[src/rtl/instr_fetch.sv]
// Instruction fetch unit: issues sequential ROM reads and queues the returned
// words with their PCs in a small prefetch FIFO. A ROM read is only started when
// the FIFO is guaranteed to have room for its data (credit-based), so the FIFO
// can never overflow. A jump flushes everything and restarts fetching at the
// target address.
module instr_fetch #(
  parameter int g_ROM_WIDTH   = 11,
  parameter int g_ROM_ADDR    = 9,
  parameter int g_INSTR_WIDTH = 9,
  parameter int g_DEPTH       = 4
) (
  input  logic                     i_clk,
  input  logic                     i_rst,
  output logic                     o_rom_en,
  output logic [g_ROM_ADDR-1:0]    o_rom_addr,
  input  logic [g_ROM_WIDTH-1:0]   i_rom_data,
  output logic [g_INSTR_WIDTH-1:0] o_instr,
  output logic [g_ROM_ADDR-1:0]    o_instr_pc,
  output logic                     o_instr_valid,
  input  logic                     i_instr_ready,
  input  logic                     i_jump,
  input  logic [g_ROM_ADDR-1:0]    i_jump_addr
);

  localparam int c_PTR_W = (g_DEPTH > 1) ? $clog2(g_DEPTH) : 1;
  localparam int c_CNT_W = c_PTR_W + 1;

  // Fetch state
  logic [g_ROM_ADDR-1:0]    r_pc;
  logic                     r_inflight;
  logic [g_ROM_ADDR-1:0]    r_inflight_pc;

  // Prefetch FIFO storage and bookkeeping
  logic [g_INSTR_WIDTH-1:0] r_mem_instr [g_DEPTH];
  logic [g_ROM_ADDR-1:0]    r_mem_pc    [g_DEPTH];
  logic [c_PTR_W-1:0]       r_wr_ptr;
  logic [c_PTR_W-1:0]       r_rd_ptr;
  logic [c_CNT_W-1:0]       r_count;

  logic [c_CNT_W-1:0]       w_credit_used;
  logic                     w_issue;
  logic                     w_valid;
  logic                     w_push;
  logic                     w_pop;

  // The decoder only ever sees the low instruction bits of a ROM word.
  if (g_INSTR_WIDTH < g_ROM_WIDTH) begin : g_drop_upper
    logic w_unused_rom_bits;
    assign w_unused_rom_bits = ^i_rom_data[g_ROM_WIDTH-1:g_INSTR_WIDTH];
  end

  // Buffered entries plus the one outstanding read must leave a free slot.
  assign w_credit_used = r_count + c_CNT_W'(r_inflight);
  assign w_issue       = ~i_rst & ~i_jump & (w_credit_used < c_CNT_W'(g_DEPTH));
  assign w_valid       = (r_count != {c_CNT_W{1'b0}});
  // A jump discards the data returning in its cycle instead of writing it.
  assign w_push        = r_inflight & ~i_jump;
  assign w_pop         = w_valid & i_instr_ready;

  assign o_rom_en      = w_issue;
  assign o_rom_addr    = r_pc;
  assign o_instr_valid = w_valid;

  // Head of FIFO drives the decoder; forced to zero while empty so reset is clean.
  always_comb begin
    o_instr    = {g_INSTR_WIDTH{1'b0}};
    o_instr_pc = {g_ROM_ADDR{1'b0}};
    if (w_valid) begin
      o_instr    = r_mem_instr[r_rd_ptr];
      o_instr_pc = r_mem_pc[r_rd_ptr];
    end else begin
      o_instr    = {g_INSTR_WIDTH{1'b0}};
      o_instr_pc = {g_ROM_ADDR{1'b0}};
    end
  end

  // Fetch PC and in-flight tracking; reset beats jump, jump beats sequential issue.
  always_ff @(posedge i_clk) begin
    if (i_rst) begin
      r_pc          <= {g_ROM_ADDR{1'b0}};
      r_inflight    <= 1'b0;
      r_inflight_pc <= {g_ROM_ADDR{1'b0}};
    end else if (i_jump) begin
      r_pc          <= i_jump_addr;
      r_inflight    <= 1'b0;
      r_inflight_pc <= r_inflight_pc;
    end else begin
      r_inflight <= w_issue;
      if (w_issue) begin
        r_pc          <= r_pc + g_ROM_ADDR'(1);
        r_inflight_pc <= r_pc;
      end
    end
  end

  // FIFO pointers and occupancy; a jump flushes all remaining entries.
  always_ff @(posedge i_clk) begin
    if (i_rst || i_jump) begin
      r_wr_ptr <= {c_PTR_W{1'b0}};
      r_rd_ptr <= {c_PTR_W{1'b0}};
      r_count  <= {c_CNT_W{1'b0}};
    end else begin
      if (w_push) begin
        r_wr_ptr <= r_wr_ptr + c_PTR_W'(1);
      end
      if (w_pop) begin
        r_rd_ptr <= r_rd_ptr + c_PTR_W'(1);
      end
      case ({w_push, w_pop})
        2'b10:   r_count <= r_count + c_CNT_W'(1);
        2'b01:   r_count <= r_count - c_CNT_W'(1);
        default: r_count <= r_count;
      endcase
    end
  end

  // FIFO data write: the returning ROM word lands at the tail with its PC.
  always_ff @(posedge i_clk) begin
    if (!i_rst && w_push) begin
      r_mem_instr[r_wr_ptr] <= i_rom_data[g_INSTR_WIDTH-1:0];
      r_mem_pc[r_wr_ptr]    <= r_inflight_pc;
    end
  end

endmodule

[config.mk]
export PLATFORM = sky130hd
export DESIGN_NAME = instr_fetch
export DESIGN_NICKNAME = d
export VERILOG_FILES = /design/src/rtl/instr_fetch.sv
export SDC_FILE = /design/constraint.sdc
export NUM_CORES = 1
export LEC_CHECK = 0
export ABC_AREA = 1
export BUFFER_PORTS_ARGS = -buffer_cell sky130_fd_sc_hd__buf_2
export CAP_MARGIN = 15
export CORE_ASPECT_RATIO = 1.2
export CORE_MARGIN = 2
export CORE_UTILIZATION = 55
export DETAILED_ROUTE_END_ITERATION = 8
export MAX_ROUTING_LAYER = met4
export PLACE_DENSITY = 0.76
export SLEW_MARGIN = 5
export SYNTH_ARGS = -nofsm -noshare
export SYNTH_HDL_FRONTEND = slang
export SYNTH_SLANG_ARGS = --single-unit
[constraint.sdc]
create_clock -name i_clk -period 2.8 [get_ports i_clk]
set_clock_uncertainty 0.15 [all_clocks]
set_input_delay 0.56 -clock i_clk [delete_from_list [all_inputs] [get_ports i_clk]]
set_output_delay 0.56 -clock i_clk [all_outputs]
set_load 0.01 [all_outputs]
==> results of run 1 <==
[sequential cells by signal (all words and copies together) (netlist names), named ones only]
name / count
r_rd_ptr: 2
r_wr_ptr: 2
r_mem_pc: 36
r_mem_instr: 36
o_rom_addr: 9
r_count: 3
r_inflight: 1
r_inflight_pc: 9
[critical path, cell delays in order (launching register included)]
cell	delay (ns)
dfxtp_1	0.40
inv_2	0.43
o21ai_0	0.19
a21oi_1	0.27
buf_2	0.18
[power breakdown]
group / switching (mW) / total (mW) / internal [mW] / leakage, nW
clock: 0.446 / 0.946 / 0.500 / 0.101
combinational: 0.101 / 0.161 / 0.0603 / 0.882
sequential: 0.0252 / 1.63 / 1.60 / 0.906
[logic make-up after synthesis]
family / share of synthesized area [%]
multiplexers: 0.266
AND/OR/NAND/NOR: 16.9
flip-flops: 64.4
AO/OA/AOI/OAI: 10.9
adder cells (fa/ha/maj): 2.25
buffers and inverters: 5.33
[metal layers]
layer / up-vias / share of wire (%) / wire length [um]
met3: 24 / 3.7 / 293
met2: 77 / 53 / 4200
li1: 1513 / - / -
met5: - / 0 / 0
met4: 0 / 3.6 / 289
met1: 1410 / 40 / 3160
[metrics by stage]
stage          area, sq um  hold slack [ns]  setup slack (ns)  utilization [%]  power, mW
5_1_grt               4770            0.271             0.184             62.9       2.84
2_1_floorplan         4230            0.286             0.605                -       1.76
3_5_place_dp          4560            0.324             0.457             60.2       1.82
4_1_cts               4770            0.263             0.298             62.9       2.75
6_report              4770            0.273             0.273             62.9       2.74
3_3_place_gp          4560            0.307             0.479             60.2       1.82
[area by class of cell]
type | count | share of cell area [%]
Tap cell | 92 | 2.41
Timing Repair Buffer | 58 | 6.51
Clock inverter | 5 | 1.60
Inverter | 32 | 2.62
Sequential cell | 100 | 57.1
Multi-Input combinational cell | 267 | 27.0
Clock buffer | 11 | 2.76
[placed cells by master, fill, tap and decap left out]
| cell type | instances |
|---|---|
| nand3_4 | 1 |
| clkinv_1 | 1 |
| clkbuf_8 | 9 |
| nand2_2 | 6 |
| ha_1 | 6 |
| nand3_1 | 19 |
| o21ai_0 | 46 |
| inv_2 | 2 |
| inv_6 | 1 |
| clkinv_2 | 1 |
| mux2_2 | 1 |
| buf_4 | 8 |
| nand4_1 | 1 |
| nor2_4 | 1 |
| clkinvlp_4 | 1 |
| inv_1 | 29 |
| fa_1 | 1 |
| dfxtp_1 | 28 |
| edfxtp_1 | 72 |
| or2_2 | 1 |
| clkbuf_1 | 2 |
| nand2_1 | 54 |
| nand3b_1 | 2 |
| bufinv_16 | 2 |
| nor3_2 | 1 |
| buf_2 | 50 |
| nor2_1 | 85 |
| a21oi_2 | 5 |
| a21oi_1 | 34 |
| o21ai_1 | 3 |
[Yosys cell counts]
cell | count | area, sq um
dfxtp_1 | 28 | 561
edfxtp_1 | 72 | 2160
buf_2 | 10 | 50.1
inv_2 | 2 | 7.51
inv_6 | 1 | 8.76
buf_6 | 1 | 11.3
a21oi_1 | 34 | 170
nand3b_1 | 2 | 15.0
fa_1 | 1 | 20.0
nand2_2 | 6 | 37.5
mux2_2 | 1 | 11.3
nand2_1 | 54 | 203
buf_12 | 1 | 20.0
nor2_1 | 85 | 319
nor2_4 | 1 | 11.3
nand4_1 | 1 | 6.26
nor3_1 | 1 | 5.00
o21ai_1 | 3 | 15.0
ha_1 | 6 | 75.1
clkbuf_1 | 5 | 18.8
a21oi_2 | 5 | 43.8
or2_2 | 1 | 6.26
nand3_4 | 1 | 17.5
o21ai_0 | 46 | 230
inv_1 | 29 | 109
nand3_1 | 19 | 95.1
[worst max-delay path by stage]
| stage | startpoint | to | slack [ns] | cells past startpoint |
|---|---|---|---|---|
| finish | flip-flop | o_instr_pc[7] | 0.27 | 4 |
| global route | flip-flop | o_instr_pc[8] | 0.18 | 4 |
| CTS | flip-flop | o_instr_pc[7] | 0.30 | 4 |
| detailed placement | i_jump | o_rom_en | 0.46 | 5 |
| global placement | i_jump | o_rom_en | 0.48 | 5 |
| floorplan | i_jump | r_mem_instr[0][0] | 0.61 | 3 |
==> impl_metrics.yaml, run 1 <==
cts:
  cts_tree: "yes"
  root_buffer: "clkbuf_8"
  worst_skew_pair.late_latency_ns: 0.34
  cts.sinks: 100
  cts.clk_slew.worst_paths_ns: 0.09
  cts_buffers: 9
  clk_path_buf_depth: 2
  cts_setup_buffers: 0
  post_cts_resized: 0
  cts_max_level: 3
  holdBufCountCts: 0
logic_synthesis:
  synth.yosys.seq_area_share_pct: 64.4
  synth_nets: 447
  synth_area_sq_um: 4230
  netlist_instances: 416
  synth_cell_types: 26
  synth_warnings: 0
  syn_area_per_cell_sq_um: 10.2
  ys_ff_latch: 100
floorplan:
  start_util_pct: 55.8
  dieHeight_um: 100
  rows: 35
  design.core.area_sq_um: 7580
  io_pins: 53
  die_x_um: 84.0
  dieArea_sq_um: 8410
detailed_routing:
  drt_first_pass_iters: 4
  routed_wl_mm: 7.95
  postRouteAntennaNets: 0
  routed_via_density: 5.35
  drt_iter0_drc: 270
  vias: 3024
  drc: 0
  wl_per_cell_um: 14.1
timing:
  worstMarginPinSlew_ns: 0.525
  hold_viol_final: 0
  setup_viol: 0
  tns_ns: 0
  rsz0062_at_grt: "no"
  finalCritPeriodShare_pct: 90.2
  finalCriticalPeriod_ns: 2.53
  max_freq_mhz: 396
  drv_slew: 0
  relSlewSlack_pct: 65.0
global_route:
  grt_max_degree: 37
  grt_util_met3_pct: 3.21
  grt_pass1_vias: 2883
  grt_overflow: 0
  grt_first_pass_wirelength_mm: 12.8
  grt_util_all_layers_pct: 20.2
  grt_antenna_before_repair: 0
  grt.busiest_layer: "met2"
  use_met2_pct: 35.6
  grt_use_met1_pct: 21.5
setup_path:
  critPathLaunchType: "flip-flop"
  cp_data_required_time_ns: 2.09
  endpoint_kind: "output pin"
  cp_max_fo: 36
  critical_path_class: "flip-flop to output pin"
  ff2ff_path_depth: 9
  worstReg2RegEnd: "r_count[2]"
  cp.arrival_ns: 1.82
  rrSetupSlack_ns: 0.67
  rr_startpoint: "r_count[0]"
min_path:
  holdPathEnd: "r_mem_instr[2][5]"
  hp-class: "input pin to flip-flop"
  holdPathStages: 1
  worstHoldStart: "i_rom_data[5]"
cells_and_area:
  fillCellCount: 627
  num_antenna_cells: 0
  area_growth_pct: 12.7
  final_nets: 499
  drive_gt1_share_pct: 19.0
  seq_area_sq_um: 2720
  layout.cells.non_filler: 565
  multiInputGateArea_sq_um: 1290
power_and_ir_drop:
  p_per_area_nw_per_um2: 574
  ir_drop_mv: 0.352
  p_leak_nw: 1.89
place:
  io_buffers: 50
  routabilityCongestion: 0.878
  hpwl_mm: 5.04
  dp_cells: 549
job:
  cap_violations: 0
run_status:
  status: "completed"
Power figures use the tool's default switching activity.
==> inputs of run 2 (changes only) <==
--- a/config.mk
+++ b/config.mk
@@ -8,7 +8,6 @@
 export ABC_AREA = 1
 export BUFFER_PORTS_ARGS = -buffer_cell sky130_fd_sc_hd__buf_2
 export CAP_MARGIN = 15
-export CORE_ASPECT_RATIO = 1.2
 export CORE_MARGIN = 2
 export CORE_UTILIZATION = 55
 export DETAILED_ROUTE_END_ITERATION = 8
==> run 2 against run 1 <==
  * Sequential power about the same
  * Clock power down 10%
  * Sequential share of layout area up 0.23 points
  * Via count down 1.2%
  * Cell count up 1.2%
  * Critical path depth up 2
  * Largest power group unchanged
==> impl_metrics.yaml, run 2 (synthesized netlist as in run 1, its figures left out) <==
setup_path:
  endpoint_kind: "output pin"
  critical_path_class: "flip-flop to output pin"
  ff2ff_path_depth: 9
  cp_data_required_time_ns: 2.09
  rrSetupSlack_ns: 0.70
  worstReg2RegEnd: "r_count[2]"
  cp_max_fo: 18
  rr_startpoint: "r_count[0]"
  critPathLaunchType: "flip-flop"
  cp.arrival_ns: 1.80
timing:
  finalCritPeriodShare_pct: 89.7
  tns_ns: 0
  max_freq_mhz: 398
  hold_viol_final: 0
  finalCriticalPeriod_ns: 2.51
  drv_slew: 0
  worstMarginPinSlew_ns: 0.512
  whs_ns: 0.245
  relSlewSlack_pct: 65.8
  setup_viol: 0
  rsz0062_at_grt: "no"
cells_and_area:
  num_antenna_cells: 0
  area_growth_pct: 12.3
  finalInstanceArea_sq_um: 4750
  final_nets: 499
  top_regs: "r_mem_instr x36, r_mem_pc x36"
  layout_common_cells: "nor2_1 (85), edfxtp_1 (72), nand2_1 (54)"
  drive_gt1_share_pct: 19.7
  layout_commonest_cell: "nor2_1"
  layout.cells.non_filler: 572
cts:
  cts_setup_buffers: 0
  cts_buffers: 9
  worst_skew_pair.late_latency_ns: 0.36
  holdBufCountCts: 0
  post_cts_resized: 0
  cts_max_level: 3
  root_buffer: "clkbuf_8"
  cts.sinks: 100
  cts_tree: "yes"
  clk_path_buf_depth: 2
  cts.clk_slew.worst_paths_ns: 0.10
floorplan:
  io_pins: 53
  start_util_pct: 57.7
  dieArea_sq_um: 8410
  die_x_um: 91.7
  design.core.area_sq_um: 7330
  rows: 31
  dieHeight_um: 91.7
min_path:
  worstHoldStart: "i_rom_data[2]"
  holdPathStages: 1
  holdPathEnd: "r_mem_instr[0][2]"
  hp-class: "input pin to flip-flop"
detailed_routing:
  vias: 2989
  drt_iter0_drc: 231
  drc: 0
  routed_via_density: 5.23
  routed_wl_mm: 7.74
  wl_per_cell_um: 13.5
  drt_first_pass_iters: 4
  postRouteAntennaNets: 0
global_route:
  grt_first_pass_wirelength_mm: 13.0
  grt_max_degree: 37
  grt_overflow: 0
  grt_antenna_before_repair: 0
  grt_util_all_layers_pct: 20.5
  grt_pass1_vias: 2820
job:
  cap_violations: 0
power_and_ir_drop:
  p_sw_uw: 634
  p_per_area_nw_per_um2: 555
  p_leak_nw: 1.89
  ir_drop_mv: 0.238
  internal_power_mw: 2.00
  p_seq_share_pct: 61.8
  p_sw_share_pct: 24.0
  clkPwrFrac_pct: 32.2
  power_frac_comb_pct: 6.0
place:
  io_buffers: 50
  hpwl_mm: 4.93
  routabilityCongestion: 0.890
  dp_cells: 556
  place_area_sq_um: 4570
run_status:
  status: "completed"
## run 2: changes by cell type in the layout (fill, tap and decap cells not counted)
cell,previous run,this run
bufinv_16,2,0
clkbuf_1,2,0
clkinv_1,1,0
clkinv_2,1,2
clkinvlp_4,1,0
inv_6,1,5
inv_8,0,1
## run 2: worst max-delay path: stages (launching register included)
cell and delay, ns:
dfxtp_1 0.52, buf_4 0.29, nor2_1 0.08, nor2_1 0.07
o21ai_0 0.09, a21oi_1 0.22, buf_2 0.16
## run 2: final cells by class
| type | count | area, sq um |
|---|---|---|
| clock buffers | 9 | 124 |
| multi-input cells | 267 | 1290 |
| well taps | 99 | 124 |
| fillers | 573 | 2580 |
| repair buffers | 58 | 310 |
| flip-flops and latches | 100 | 2720 |
| inverters | 32 | 125 |
| clock inverters | 7 | 56.3 |
## run 2: metrics by stage
stage                     power (mW)  setup WS (ns)  utilization, %
final                           2.64          0.289            64.8
after global routing            2.73         0.0864            64.8
after CTS                       2.65          0.269            64.8
after detailed placement        1.82          0.456            62.3
after global placement          1.82          0.469            62.3
after floorplan                 1.76          0.605               -
## run 2: per-layer routing
| metal | part of all wire (%) | global-route usage (%) | vias up |
|---|---|---|---|
| met5 | 0 | - | - |
| met4 | 1.9 | 8.08 | 0 |
| met2 | 48 | 34.1 | 87 |
| met3 | 5.8 | 3.86 | 15 |
| met1 | 44 | 24.9 | 1379 |
| li1 | - | - | 1508 |
## run 2: power groups by stage
stage	Sequential, mW	Clock, mW	Combinational (mW)
2_1_floorplan	1.66	0	0.103
6_report	1.63	0.848	0.159
3_5_place_dp	1.66	0	0.161
5_1_grt	1.63	0.917	0.182
3_3_place_gp	1.66	0	0.157
4_1_cts	1.63	0.863	0.161
## run 2: worst max path at each step
| stage | startpoint | end | slack, ns | cells after the start |
|---|---|---|---|---|
| final | flip-flop | o_instr_pc[5] | 0.29 | 6 |
| after global routing | flip-flop | o_instr_pc[6] | 0.09 | 6 |
| after CTS | flip-flop | o_instr_pc[5] | 0.27 | 4 |
| after detailed placement | i_jump | o_rom_en | 0.46 | 5 |
| after global placement | i_rst | o_rom_en | 0.47 | 5 |
| after floorplan | i_jump | r_mem_instr[0][0] | 0.61 | 3 |
